### src/rtl/digit_entry_ctrl_pkg.sv
`default_nettype none
// ============================================================================
// Module   : digit_entry_ctrl_pkg
// Brief    : Shared button indices, digit width and FSM state type for the
//            digit entry controller.
// Revision : 1.0 - initial release
// ============================================================================
package digit_entry_ctrl_pkg;

    localparam int DIGIT_W     = 4;
    localparam int NUM_BTNS    = 5;

    localparam int BTN_RIGHT   = 0;
    localparam int BTN_LEFT    = 1;
    localparam int BTN_UP      = 2;
    localparam int BTN_DOWN    = 3;
    localparam int BTN_CONFIRM = 4;

    typedef enum logic [0:0] {
        ST_EDIT = 1'b0,
        ST_HOLD = 1'b1
    } state_t;

endpackage : digit_entry_ctrl_pkg
`default_nettype wire

### src/rtl/digit_entry_ctrl_btn_edge.sv
`default_nettype none
// ============================================================================
// Module   : btn_edge
// Brief    : Per-bit rising-edge detector against a registered level copy.
// Revision : 1.0 - initial release
// ============================================================================
module btn_edge
    import digit_entry_ctrl_pkg::*;
#(
    parameter int WIDTH = NUM_BTNS
) (
    input  logic             clk,
    input  logic             rst,
    input  logic [WIDTH-1:0] lvl_i,
    output logic [WIDTH-1:0] edge_o
);

    logic [WIDTH-1:0] hist_q;
    logic [WIDTH-1:0] hist_d;

    always_comb begin
        hist_d = lvl_i;
    end

    // History clears on reset so a level held through reset release yields one edge.
    always_ff @(posedge clk or negedge rst) begin
        if (!rst) begin
            hist_q <= '0;
        end else begin
            hist_q <= hist_d;
        end
    end

    assign edge_o = lvl_i & ~hist_q;

endmodule : btn_edge
`default_nettype wire

### src/rtl/digit_entry_ctrl.sv
`default_nettype none
// ============================================================================
// Module   : digit_entry_ctrl
// Brief    : Button-driven multi-digit entry with commit/ready handshake.
//            Optional auto-repeat of up/down: DIGIT_ENTRY_AUTO_REPEAT_EN.
// Revision : 1.0 - initial release
// ============================================================================
module digit_entry_ctrl
    import digit_entry_ctrl_pkg::*;
#(
    parameter int DIGITS        = 8,
    parameter int RADIX         = 10,
    parameter int SATURATE      = 1,
    parameter int CLR_ON_ACCEPT = 1
`ifdef DIGIT_ENTRY_AUTO_REPEAT_EN
    ,
    parameter int REPEAT_DLY    = 50_000_000,
    parameter int REPEAT_PER    = 10_000_000
`endif
) (
    input  logic                       clk,
    input  logic                       rst,
    input  logic [NUM_BTNS-1:0]        btn_i,
    input  logic                       clr_i,
    input  logic                       ready_i,
    output logic [DIGIT_W*DIGITS-1:0]  data_o,
    output logic [$clog2(DIGITS)-1:0]  sel_o,
    output logic                       valid_o
);

    localparam int SEL_W = $clog2(DIGITS);

    state_t                     state_q, state_d;
    logic [SEL_W-1:0]           sel_q, sel_d;
    logic [DIGIT_W*DIGITS-1:0]  data_q, data_d;
    logic [NUM_BTNS-1:0]        btn_edge_w;
    logic [NUM_BTNS-1:0]        ev;
    logic [DIGIT_W-1:0]         cur_digit;

    btn_edge #(
        .WIDTH (NUM_BTNS)
    ) u_btn_edge (
        .clk    (clk),
        .rst    (rst),
        .lvl_i  (btn_i),
        .edge_o (btn_edge_w)
    );

`ifdef DIGIT_ENTRY_AUTO_REPEAT_EN
    localparam int RPT_MAX = (REPEAT_DLY > REPEAT_PER) ? REPEAT_DLY : REPEAT_PER;
    localparam int RPT_W   = $clog2(RPT_MAX + 1);

    logic [RPT_W-1:0] rpt_cnt_q, rpt_cnt_d;
    logic             rpt_first_q, rpt_first_d;
    logic             rpt_up, rpt_dn;
    logic             hold_up, hold_dn;

    // Counter holds the number of consecutive high cycles, the edge cycle counting as one.
    always_comb begin
        hold_up     = btn_i[BTN_UP]   & ~btn_edge_w[BTN_UP];
        hold_dn     = btn_i[BTN_DOWN] & ~btn_edge_w[BTN_DOWN];
        rpt_cnt_d   = '0;
        rpt_first_d = 1'b1;
        rpt_up      = 1'b0;
        rpt_dn      = 1'b0;
        if (state_q == ST_EDIT) begin
            if (btn_edge_w[BTN_UP] || btn_edge_w[BTN_DOWN]) begin
                rpt_cnt_d = RPT_W'(1);
            end else if (hold_up || hold_dn) begin
                rpt_first_d = rpt_first_q;
                rpt_cnt_d   = rpt_cnt_q + 1'b1;
                if (rpt_cnt_d == (rpt_first_q ? RPT_W'(REPEAT_DLY) : RPT_W'(REPEAT_PER))) begin
                    rpt_cnt_d   = '0;
                    rpt_first_d = 1'b0;
                    rpt_up      = hold_up;
                    rpt_dn      = ~hold_up;
                end
            end
        end
    end

    always_ff @(posedge clk or negedge rst) begin
        if (!rst) begin
            rpt_cnt_q   <= '0;
            rpt_first_q <= 1'b1;
        end else begin
            rpt_cnt_q   <= rpt_cnt_d;
            rpt_first_q <= rpt_first_d;
        end
    end

    assign ev = btn_edge_w | {1'b0, rpt_dn, rpt_up, 2'b00};
`else
    assign ev = btn_edge_w;
`endif

    assign cur_digit = data_q[DIGIT_W*sel_q +: DIGIT_W];

    always_comb begin
        state_d = state_q;
        sel_d   = sel_q;
        data_d  = data_q;
        case (state_q)
            ST_EDIT: begin
                if (clr_i) begin
                    sel_d  = '0;
                    data_d = '0;
                end else if (ev[BTN_RIGHT]) begin
                    sel_d = (sel_q == SEL_W'(DIGITS - 1)) ? '0 : sel_q + 1'b1;
                end else if (ev[BTN_LEFT]) begin
                    sel_d = (sel_q == '0) ? SEL_W'(DIGITS - 1) : sel_q - 1'b1;
                end else if (ev[BTN_UP]) begin
                    if (cur_digit == DIGIT_W'(RADIX - 1)) begin
                        data_d[DIGIT_W*sel_q +: DIGIT_W] = (SATURATE != 0) ? cur_digit : '0;
                    end else begin
                        data_d[DIGIT_W*sel_q +: DIGIT_W] = cur_digit + 1'b1;
                    end
                end else if (ev[BTN_DOWN]) begin
                    if (cur_digit == '0) begin
                        data_d[DIGIT_W*sel_q +: DIGIT_W] = (SATURATE != 0) ? '0 : DIGIT_W'(RADIX - 1);
                    end else begin
                        data_d[DIGIT_W*sel_q +: DIGIT_W] = cur_digit - 1'b1;
                    end
                end else if (ev[BTN_CONFIRM]) begin
                    state_d = ST_HOLD;
                end
            end
            ST_HOLD: begin
                // Events and clr_i are dropped here; only the handshake matters.
                if (ready_i) begin
                    state_d = ST_EDIT;
                    if (CLR_ON_ACCEPT != 0) begin
                        sel_d  = '0;
                        data_d = '0;
                    end
                end
            end
            default: begin
                state_d = ST_EDIT;
            end
        endcase
    end

    always_ff @(posedge clk or negedge rst) begin
        if (!rst) begin
            state_q <= ST_EDIT;
            sel_q   <= '0;
            data_q  <= '0;
        end else begin
            state_q <= state_d;
            sel_q   <= sel_d;
            data_q  <= data_d;
        end
    end

    assign data_o  = data_q;
    assign sel_o   = sel_q;
    assign valid_o = (state_q == ST_HOLD);

endmodule : digit_entry_ctrl
`default_nettype wire

### config.mk
export PLATFORM = sky130hd
export DESIGN_NAME = digit_entry_ctrl
export DESIGN_NICKNAME = d
export VERILOG_FILES = /design/src/rtl/digit_entry_ctrl_pkg.sv /design/src/rtl/digit_entry_ctrl_btn_edge.sv /design/src/rtl/digit_entry_ctrl.sv
export SDC_FILE = /design/constraint.sdc
export NUM_CORES = 1
export LEC_CHECK = 0
export BUFFER_PORTS_ARGS = -buffer_cell sky130_fd_sc_hd__buf_2
export CAP_MARGIN = 20
export CORE_MARGIN = 2
export CORE_UTILIZATION = 57
export CTS_CLUSTER_SIZE = 25
export DETAILED_ROUTE_END_ITERATION = 6
export PLACE_DENSITY = 0.79
export SYNTH_ARGS = -nofsm -noshare
export SYNTH_HDL_FRONTEND = slang
export SYNTH_HIERARCHICAL = 1
export SYNTH_SLANG_ARGS = --single-unit
### constraint.sdc
create_clock -name clk -period 4.04 [get_ports clk]
set_input_delay 0.606 -clock clk [delete_from_list [all_inputs] [get_ports clk]]
set_output_delay 0.606 -clock clk [all_outputs]
set_load 0.005 [all_outputs]
After elaboration in Yosys (flattened, before gate mapping)
Cells that the tools add are included.
Cells by class
  $add $sub $neg: 5
  equal/unequal tests: 7
  shift-type cells: 6
  muxes and demuxes: 28
  bitwise gates (word level): 3
  reductions and logical operators: 4
Operators by type and width (number)
  two-way mux 32 bit: 8
  bitwise mux 32 bit: 4
  indexed part select 4 x 34 -> 32 bit: 3
  case mux 32 bit (2 select lines): 1
  negation 5 -> 34 bit: 1
  variable shift 4 x 34 -> 32 bit (first input constant): 1
  indexed part select 4 x 34 -> 32 bit (first input constant): 1
  indexed part select 32 x 6 -> 4 bit: 1
  two-way mux 3 bit: 6
  inequality test 4 bit (second input constant): 2
  two-way mux 1 bit: 7
  inequality test 3 bit (second input constant): 2
  case mux 3 bit (2 select lines): 1
  AND 5 bit: 1
  NOT 5 bit: 1
  adder 4 x 1 -> 4 bit (second input constant): 1
  equality test 4 bit (second input constant): 1
  logical NOT 4 bit: 1
  AND reduction 4 bit: 1
  subtractor 4 x 1 -> 4 bit (second input constant): 1
  adder 3 x 1 -> 3 bit (second input constant): 1
  equality test 3 bit (second input constant): 1
  logical NOT 3 bit: 1
  subtractor 3 x 1 -> 3 bit (second input constant): 1
  4 further kinds: 4
Word-level totals
  flip-flop bits (word level): 41
  output and inout bits: 36

Logic depth before layout (Yosys ltp)
Gate-level depths: netlist of run 1.
  depth after elaboration: 11
  depth in mapped cells: 13

Modules after synthesis
Netlist of run 1, hierarchy kept.
By module, submodules not included
  digit_entry_ctrl: times used 1, cells an instance 271, area an instance 2623.8 µm², seq. area each 900.9 µm²
  btn_edge: times used 1, cells an instance 10, area an instance 193.9 µm², seq. area each 125.1 µm²

Least setup slack after synthesis of run 1
No wires, ideal clock.
  kind: register to register
  from: reg sel_q[0], in the netlist sel_o[0]
  to: reg data_q[20], in the netlist data_o[20]
  arrival: 2.821 ns
  slack: 1.094 ns
  cell stages (with the launch flop): 13
  clock period less this slack: 2.946 ns
  path through: dfrtp_1 buf_6 buf_6 mux4_2 mux2i_4 inv_2 buf_2 ha_1 nand2_1 nor3_1 o21ai_1 o21ai_0 mux2_2
On the way
  word-level cells in the longest chain between the ends: 11
  elaborated cells between the ends (all ways): 23
  classes of those cells: add/sub (3); eq/ne (1); shift (6); mux (12); reduce/logical (1)
RTL lines
  from (decl): line digit_entry_ctrl.sv:34  | logic [SEL_W-1:0] sel_q, sel_d;
  from (signal assigned): line digit_entry_ctrl.sv:151  | sel_q <= sel_d;
  indexed part select 32 x 6 -> 4 bit: line digit_entry_ctrl.sv:97  | assign cur_digit = data_q[DIGIT_W*sel_q +: DIGIT_W];
  subtractor 4 x 1 -> 4 bit: line digit_entry_ctrl.sv:122  | data_d[DIGIT_W*sel_q +: DIGIT_W] = cur_digit - 1'b1;
  indexed part select 4 x 34 -> 32 bit: line digit_entry_ctrl.sv:122
  bitwise mux 32 bit: line digit_entry_ctrl.sv:122
  two-way mux 32 bit: line digit_entry_ctrl.sv:119  | if (cur_digit == '0) begin
  two-way mux 32 bit: line digit_entry_ctrl.sv:118  | end else if (ev[BTN_DOWN]) begin
  two-way mux 32 bit *: line digit_entry_ctrl.sv:112  | end else if (ev[BTN_UP]) begin
  two-way mux 32 bit *: line digit_entry_ctrl.sv:110  | end else if (ev[BTN_LEFT]) begin
  two-way mux 32 bit *: line digit_entry_ctrl.sv:108  | end else if (ev[BTN_RIGHT]) begin
  two-way mux 32 bit *: line digit_entry_ctrl.sv:105  | if (clr_i) begin
  case mux 32 bit (2 select lines) *: line digit_entry_ctrl.sv:103  | case (state_q)
  to (signal assigned): line digit_entry_ctrl.sv:152  | data_q <= data_d;
  to (decl): line digit_entry_ctrl.sv:35  | logic [DIGIT_W*DIGITS-1:0] data_q, data_d;
Mark *: on every way between the ends. The rest lies on a longest branch, timed or not. The select of a mux whose other input is x is not followed.
A chain may end at the register's enable or synchronous reset.

Worst setup path after layout of run 1
  from: reg sel_q[0], in the netlist sel_o[0]
  to: reg data_q[28], in the netlist data_o[28]
Same word-level chain as after synthesis.

==> results.toml, run 1 <==
[finish]
drive_above_1_share_pct = 27.9
syn_to_final_growth_pct = 13.1
final_nets = 341
num-fill-cells = 415
fin_area_um2 = 3190
antenna_cells = 0

[sta]
max-slew-margin-rel_pct = 41.0
tightest_slew_ns = 0.885
fin_hold_ws_ns = 0.411
fin_ws_ns = 0.618
post-route-period-util_pct = 84.7
clock_skew_ns = 0.00962
slew_viol_final = 0
finalSetupViolations = 0
tns_ns = 0
post-route-min-period_ns = 3.42
hold_viol = 0
max_freq_mhz = 292
grt_setup_unrepaired = "false"

[floorplanning]
start_util_pct = 59.3
row_count = 25
coreArea_um2 = 4750
die_width_um = 74.3
dieArea_um2 = 5520
die_y_um = 74.3
io_pins = 45

[synthesis]
syn_avg_cell_area_um2 = 10.0
synthArstFlopShare_pct = 100
synth_area_leader_cell = "dfrtp_1"
synth_warnings = 6
synth-seq-area-share_pct = 36.4
synth_edf_count = 0
yosysTopAreaCellShare_pct = 36.4
post_synth_inst_count = 281
syn_nets = 300
ys_ff_latch = 41
synth_top_flop_cell = "dfrtp_1"
synth.distinct_cells = 62
yosys-top-cells-area = "dfrtp_1 (36%), a22o_1 (5.0%), mux4_2 (4.8%), ha_1 (4.4%), nand2_1 (4.3%)"
netlist_area_um2 = 2820

[setup_path]
timing.rr.end = "data_o[28]"
critical_path_arrival_ns = 3.61
required_ns = 4.23
path_class = "flip-flop to flip-flop"
reg2regPathDepth = 9
r2r_start = "sel_o[0]"
r2r_slack_ns = 0.62
cp_max_fo = 14
start_kind = "flip-flop"
cp_cell_sequence = "mux4_2 -> mux2i_4 -> inv_2 -> ha_1 -> nand2_1 -> nor3_1 -> o21ai_1 -> o21ai_0 -> mux2_2"
cp-end-kind = "flip-flop"
cp_slowest_cell = "dfrtp_1"
cp_slowest_stage_delay_ns = 0.73

[placement]
place_area_um2 = 3080
place_hpwl_um = 5330
portBuffers = 44
gp_congestion = 0.920
post-place-ws_ns = 0.672

[clock_network]
root_buffer = "clkbuf_8"
cts-hold-fix-buffers = 0
h-tree-depth = 2
clk_pin_slew_worst_paths_ns = 0.09
cts_resized = 0
cts_made_buffers = 5
cts_setup_buffers = 0
clk_latency_ns = 0.31
cts_tree = "built"
clk_path_buf_depth = 2
cts.sinks = 41

[status]
outcome = "finished clean"

[global_routing]
grt-ovfl-total = 0
grt_usage_pct = 28.1
antenna_found_initial = 0
grt_max_degree = 42
grt_pass1_vias = 2260
grt_pass1_wl_um = 11600

[flow_run]
maxCapViolCount = 0

[drt]
drtAntennaViolNets = 0
first_pass_iters = 4
vias_per_cell = 6.39
wl_per_cell_um = 18.6
via_count = 2494
wirelength_um = 7250
drc = 0
drt_iter0_drc = 210

[power_and_ir_drop]
power_leakage_nw = 1.48
peakVddDrop_uv = 233
power_density_nw_per_um2 = 329

[min_path]
min_path_type = "input port to async pin"
## worst max-delay path: cells and delay by family (launching register included)
family | cells | cell delay, ns
AOI/OAI and AO/OA | 2 | 0.59
and+or+nand+nor | 2 | 0.15
buffers and inverters | 1 | 0.22
muxes | 3 | 1.31
adders and majority gates | 1 | 0.29
DFF | 1 | 0.73
## cell usage in the layout (no fill, tap or decap), drive strengths merged, types with 5 or more instances in the layout
cell	Yosys	routed
nor2b	10	10
clkbuf	6	7
mux2	12	12
dfrtp	41	41
buf	8	48
o31ai	5	5
o2bb2ai	5	5
or2	5	5
ha	10	10
nor2	25	25
o21ai	19	19
mux2i	7	7
inv	8	9
a22o	16	16
mux4	6	6
nand3	6	6
nand2	32	32
## through the flow
step	cells	utilization, %	power [mW]
2_1_floorplan	281	-	0.661
3_3_place_gp	382	64.8	0.731
3_5_place_dp	382	64.8	0.735
4_1_cts	390	67.0	1.04
5_1_grt	390	67.0	1.09
6_report	390	67.0	1.05
## registers in the layout, indices dropped and copies added, names as in the netlist
signal             flops
sel_o                  3
data_o                32
u_btn_edge/hist_q      5
valid_o                1
## cell usage after synthesis, drive strengths merged, types with 4 or more instances
| cell type | instances |
|---|---|
| buf | 8 |
| mux4 | 6 |
| inv | 8 |
| o31ai | 5 |
| nor2b | 10 |
| a22o | 16 |
| nor3 | 4 |
| nand3b | 4 |
| ha | 10 |
| clkbuf | 6 |
| a21oi | 4 |
| dfrtp | 41 |
| nand4 | 4 |
| nand3 | 6 |
| o21ai | 19 |
| or2 | 5 |
| o22a | 4 |
| mux2 | 12 |
| o2bb2ai | 5 |
| mux2i | 7 |
| nand2 | 32 |
| nor2 | 25 |
## worst max path at each step
| stage | startpoint | end |
|---|---|---|
| after floorplan | sel_o[0] | data_o[20] |
| after global placement | sel_o[0] | data_o[24] |
| after detailed placement | sel_o[0] | data_o[24] |
| after CTS | sel_o[0] | data_o[24] |
| after global routing | sel_o[0] | data_o[28] |
| final | sel_o[0] | data_o[28] |
## area by class of cell
type	count	area [um2]	area share, %
inverters	8	30.0	0.943
multi-input cells	218	1690	53.1
repair buffers	48	250	7.86
flip-flops and latches	41	1030	32.2
clock buffers	7	96.3	3.02
well taps	67	83.8	2.63
clock inverters	1	8.76	0.275
## kinds of logic (layout without fill, tap and decap cells)
logic type	count (synthesis)	after routing	synth area share, %
xor gates and xnor gates	1	1	0.311
and+or+nand+nor	104	104	19.8
muxes	25	25	13.0
adders and majority gates	10	10	4.44
AOI/OAI and AO/OA	78	78	22.2
DFF	41	41	36.4
buffers and inverters	22	64	3.82
## power breakdown
part           switching (mW)  internal [mW]  leakage [nW]
logic                   0.191          0.105         0.868
clock network           0.154          0.158        0.0549
registers              0.0215          0.419         0.559
total                   0.367          0.681          1.48
## metal layers
metal,share of wire (%),GRT usage [%],up-vias
met1,46,40.8,1225
li1,-,-,1142
met3,7.2,7.05,15
met4,2.3,7.94,0
met2,44,42.3,112
met5,0,0,-
(Power assumes the default switching activity.)
==> inputs of run 2 (changes only) <==
==> constraint.sdc (replaced) <==
create_clock -name clk -period 3.34 [get_ports clk]
set_input_delay 0.501 -clock clk [delete_from_list [all_inputs] [get_ports clk]]
set_output_delay 0.501 -clock clk [all_outputs]
set_load 0.005 [all_outputs]
==> run 2 against run 1 <==
Register-to-register slack got worse by 0.24 ns. First-iteration DRC count fell by 10%. Final cell count rose by 1.3%. Sequential cell count did not move. Critical path type unchanged. Global-route usage rose by 0.76 points. Largest power group unchanged. Sequential power rose by 20%. Non-clock buffer count rose by 6. Maximum frequency rose by 15%.
==> results.toml, run 2 (same netlist as run 1, synthesis figures left out) <==
[drt]
drc = 0
wl_per_cell_um = 19.1
first_pass_iters = 5
drt_iter0_drc = 188
wirelength_um = 7530
drtAntennaViolNets = 0
vias_per_cell = 6.35
via_count = 2510

[finish]
mostFrequentLayoutCells = "buf_2 (44), dfrtp_1 (41), nand2_1 (32)"
num-fill-cells = 421
drive_above_1_share_pct = 28.7
layout_commonest_cell = "buf_2"
largest_reg_flops = 32
instances_no_fill = 395
final_nets = 347
syn_to_final_growth_pct = 13.8
fin_area_um2 = 3210
antenna_cells = 0

[floorplanning]
die_width_um = 74.3
start_util_pct = 59.3
row_count = 25
dieArea_um2 = 5520
die_y_um = 74.3
coreArea_um2 = 4750
io_pins = 45

[power_and_ir_drop]
peakVddDrop_uv = 219
power_leakage_nw = 1.50
power_mw = 1.22
power_density_nw_per_um2 = 380

[sta]
max-slew-margin-rel_pct = 40.4
max_freq_mhz = 337
tns_ns = 0
tightest_slew_ns = 0.894
finalSetupViolations = 0
clock_skew_ns = 0.00700
post-route-period-util_pct = 88.8
slew_viol_final = 0
fin_ws_ns = 0.375
hold_viol = 0
post-route-min-period_ns = 2.96
grt_setup_unrepaired = "false"

[setup_path]
path_class = "flip-flop to flip-flop"
path_delay_family = "simple AND/OR/NAND/NOR gates"
start_kind = "flip-flop"
cp_cell_sequence = "buf_4 -> inv_1 -> ha_1 -> ha_1 -> or4b_4 -> o21ai_1 -> nand2_1 -> a21boi_1 -> o41ai_2"
r2r_slack_ns = 0.38
cp_slowest_stage_delay_ns = 0.61
cp_common_cell = "ha_1"
critical_path_arrival_ns = 3.16
cp-end-kind = "flip-flop"
required_ns = 3.53
cp_num_cells = 9
reg2regPathDepth = 9
timing.rr.end = "data_o[0]"
r2r_start = "sel_o[0]"
path_buf_inv = 2
cp_max_fo = 16
cp_slowest_cell = "or4b_4"

[global_routing]
grt_usage_pct = 28.9
grt_pass1_vias = 2321
grt_max_degree = 42
grt-ovfl-total = 0
antenna_found_initial = 0
grt_pass1_wl_um = 11900

[clock_network]
clk_pin_slew_worst_paths_ns = 0.08
root_buffer = "clkbuf_8"
cts_tree = "built"
cts_resized = 0
clk_path_buf_depth = 2
cts-hold-fix-buffers = 0
cts.sinks = 41
cts_setup_buffers = 0
cts_made_buffers = 5
clk_latency_ns = 0.29
h-tree-depth = 2

[status]
outcome = "finished clean"

[placement]
place_area_um2 = 3130
post-place-ws_ns = 0.402
gp_congestion = 0.939
placed_cells = 388
portBuffers = 44
place_hpwl_um = 5630

[flow_run]
maxCapViolCount = 0

[min_path]
min_path_type = "input port to async pin"
==> run 2: cell types whose count changed in the layout (fill, tap and decap cells not counted), sizes merged <==
| cell | before | now |
|---|---|---|
| clkbuf | 7 | 6 |
| inv | 9 | 8 |
| clkinv | 0 | 1 |
| buf | 48 | 54 |
==> run 2: per-stage QoR <==
stage	util, %	hold WS [ns]
after floorplan	-	0.205
after global placement	65.7	0.488
final	67.4	0.328
after detailed placement	65.7	0.491
after CTS	67.4	0.326
after global routing	67.4	0.320
==> run 2: how the worst max path moves through the flow <==
stage	from	to
floorplan	sel_o[0]	data_o[20]
global placement	sel_o[1]	data_o[24]
detailed placement	sel_o[0]	data_o[0]
CTS	sel_o[0]	data_o[0]
global route	sel_o[0]	data_o[0]
finish	sel_o[0]	data_o[0]
==> run 2: area by class of cell <==
class	instances	area [um2]	share of cell area, %
multi-input cells	218	1690	52.7
flip-flops and latches	41	1030	32.0
repair buffers	54	295	9.21
well taps	67	83.8	2.61
clock buffers	6	72.6	2.26
inverters	8	30.0	0.936
clock inverters	1	8.76	0.273
==> run 2: layer usage <==
metal  vias up  track usage (%)  routed length [um]
met1      1225             42.2                3390
met5         -                0                   0
met2       124             44.0                3320
met3        18             4.74                 621
met4         0             9.72                 191
li1       1143                -                   -
==> run 2: worst register-to-register path, delay by kind of cell, from the launching register on <==
kind                       cells  cell delay [ns]
and+or+nand+nor                2             0.77
adders and majority gates      2             0.66
AOI/OAI and AO/OA              3             0.54
DFF                            1             0.52
buffers and inverters          2             0.39
==> run 2: report_power, final <==
group          internal, mW  leakage, nW  switching [mW]
Sequential            0.506        0.559          0.0237
Clock                 0.145       0.0412           0.171
Combinational         0.137        0.898           0.235
Total                 0.788         1.50           0.430
==> inputs of run 3 (changes only) <==
--- a/config.mk
+++ b/config.mk
@@ -12,6 +12,7 @@
 export CTS_CLUSTER_SIZE = 25
 export DETAILED_ROUTE_END_ITERATION = 6
 export PLACE_DENSITY = 0.79
+export SETUP_SLACK_MARGIN = 0.4
 export SYNTH_ARGS = -nofsm -noshare
 export SYNTH_HDL_FRONTEND = slang
 export SYNTH_HIERARCHICAL = 1
==> run 3 against run 2 <==
Clock power rose by 3%. Worst hold slack got worse by 0.012 ns. Non-clock buffer count rose by 2. Maximum frequency grew 7.3%. Highest routed layer unchanged. Global-route usage grew 0.78 points. Via count rose by 3.0%. Die area is the same. Setup slack better by 0.20 ns. Clock-buffer cell count decreased by 1. Clock skew increased by 0.0031 ns. Final cell count rose by 0.76%.
==> results.toml, run 3 (same netlist as run 1, synthesis figures left out) <==
[sta]
finalSetupViolations = 0
post-route-period-util_pct = 82.8
slew_viol_final = 0
hold_viol = 0
clock_skew_ns = 0.0101
max_freq_mhz = 362
grt_setup_unrepaired = "false"
tightest_slew_ns = 0.895
max-slew-margin-rel_pct = 40.3
tns_ns = 0
post-route-min-period_ns = 2.76

[drt]
vias_per_cell = 6.50
drc = 0
wirelength_um = 7730
wl_per_cell_um = 19.4
via_count = 2586
drt_iter0_drc = 274
first_pass_iters = 5
drtAntennaViolNets = 0

[setup_path]
cp_max_fo = 16
start_kind = "flip-flop"
critical_path_arrival_ns = 2.96
cp_slowest_stage_delay_ns = 0.59
required_ns = 3.54
cp_slowest_cell = "or4b_4"
cp_cell_sequence = "buf_4 -> inv_1 -> ha_1 -> ha_2 -> or4b_4 -> o21ai_1 -> nand2_1 -> a21boi_1 -> o41ai_2"
cp-end-kind = "flip-flop"
path_class = "flip-flop to flip-flop"

[clock_network]
root_buffer = "clkbuf_8"
clk_pin_slew_worst_paths_ns = 0.09
cts_tree = "built"
cts.sinks = 41
h-tree-depth = 2
clk_path_buf_depth = 2
clk_latency_ns = 0.30
cts_made_buffers = 5

[placement]
place_area_um2 = 3130
gp_congestion = 0.939
place_hpwl_um = 5790
portBuffers = 44
placed_cells = 388

[finish]
layout_commonest_cell = "buf_2"
mostFrequentLayoutCells = "buf_2 (44), dfrtp_1 (39), nand2_1 (32)"
antenna_cells = 0
final_nets = 349
drive_above_1_share_pct = 30.8
fin_area_um2 = 3230
final_util_pct = 68.0
syn_to_final_growth_pct = 14.8
largest_reg_flops = 32
instances_no_fill = 398

[floorplanning]
die_width_um = 74.3
row_count = 25
start_util_pct = 59.3
dieArea_um2 = 5520
io_pins = 45
die_y_um = 74.3
coreArea_um2 = 4750

[global_routing]
grt_usage_pct = 29.7
grt_use_met2_pct = 45.0
grt-ovfl-total = 0
top_usage_layer = "met2"
grt.met3_usage_pct = 4.74
grt_pass1_wl_um = 12200
antenna_found_initial = 0
use_met1_pct = 43.7
grt_pass1_vias = 2342
grt_max_degree = 42

[status]
outcome = "finished clean"

[power_and_ir_drop]
seqPwrFrac_pct = 42.8
combPwrFrac_pct = 30.9
power_density_nw_per_um2 = 383
p_sw_share_pct = 35.9
p_sw_mw = 0.445
peakVddDrop_uv = 221
power_leakage_nw = 1.51
clockPowerShare_pct = 26.3
intPower_mw = 0.794

[flow_run]
maxCapViolCount = 0

[min_path]
min_path_type = "input port to async pin"
==> run 3: cell types whose count changed in the layout (fill, tap and decap cells not counted), sizes merged <==
cell / previous run / this run
buf: 54 / 56
clkbuf: 6 / 5
clkinv: 1 / 2
clkinvlp: 0 / 1
==> run 3: per-stage QoR <==
stage	setup WS, ns	hold slack, ns	power, mW
2_1_floorplan	0.405	0.205	0.800
3_3_place_gp	0.447	0.497	0.898
3_5_place_dp	0.391	0.501	0.903
4_1_cts	0.433	0.312	1.23
5_1_grt	0.394	0.303	1.30
6_report	0.576	0.315	1.24
==> run 3: final cells by class <==
class | count | area, um2
Multi-Input combinational cell | 218 | 1700
Inverter | 8 | 30.0
Sequential cell | 41 | 1030
Timing Repair Buffer | 56 | 310
Fill cell | 430 | 1520
Tap cell | 67 | 83.8
Clock buffer | 5 | 68.8
Clock inverter | 3 | 17.5
==> run 3: critical path: cells and delay by family (launching register included) <==
family                     cells  cell delay, ns
AOI/OAI and AO/OA              3            0.53
adders and majority gates      2            0.57
buffers and inverters          2            0.36
DFF                            1            0.44
and+or+nand+nor                2            0.76
==> run 3: routing by layer <==
layer  part of all wire [%]  vias up  routed length [um]
li1                       -     1159                   -
met2                     46      134                3530
met5                      0        -                   0
met3                    7.9       17                 610
met4                    2.2        0                 169
met1                     44     1276                3420
==> run 3: timing repair <==
item | CTS | global route
hold buffers | 0 | 0
gates resized for setup | 1 | 4
setup endpoints to repair | 1 | 18
buffers inserted | 0 | 2
==> run 3: power groups by stage <==
| stage | sequential (mW) | combinational [mW] | clock [mW] |
|---|---|---|---|
| floorplan | 0.528 | 0.272 | 0 |
| global placement | 0.539 | 0.359 | 0 |
| detailed placement | 0.539 | 0.364 | 0 |
| CTS | 0.530 | 0.366 | 0.331 |
| global route | 0.532 | 0.409 | 0.355 |
| finish | 0.530 | 0.383 | 0.325 |
==> run 3: final timing paths <==
path,startpoint,end,slack (ns),depth (start not counted)
max in group asynchronous,rst,sel_o[0],2.41,1
hold reg to reg,data_o[9],data_o[9],0.52,2
hold / removal,rst,u_btn_edge/hist_q[0],0.32,1
setup / recovery,sel_o[0],data_o[0],0.58,9
setup reg to reg,sel_o[0],data_o[0],0.58,9
min in group clk,btn_i[4],u_btn_edge/hist_q[4],0.32,1
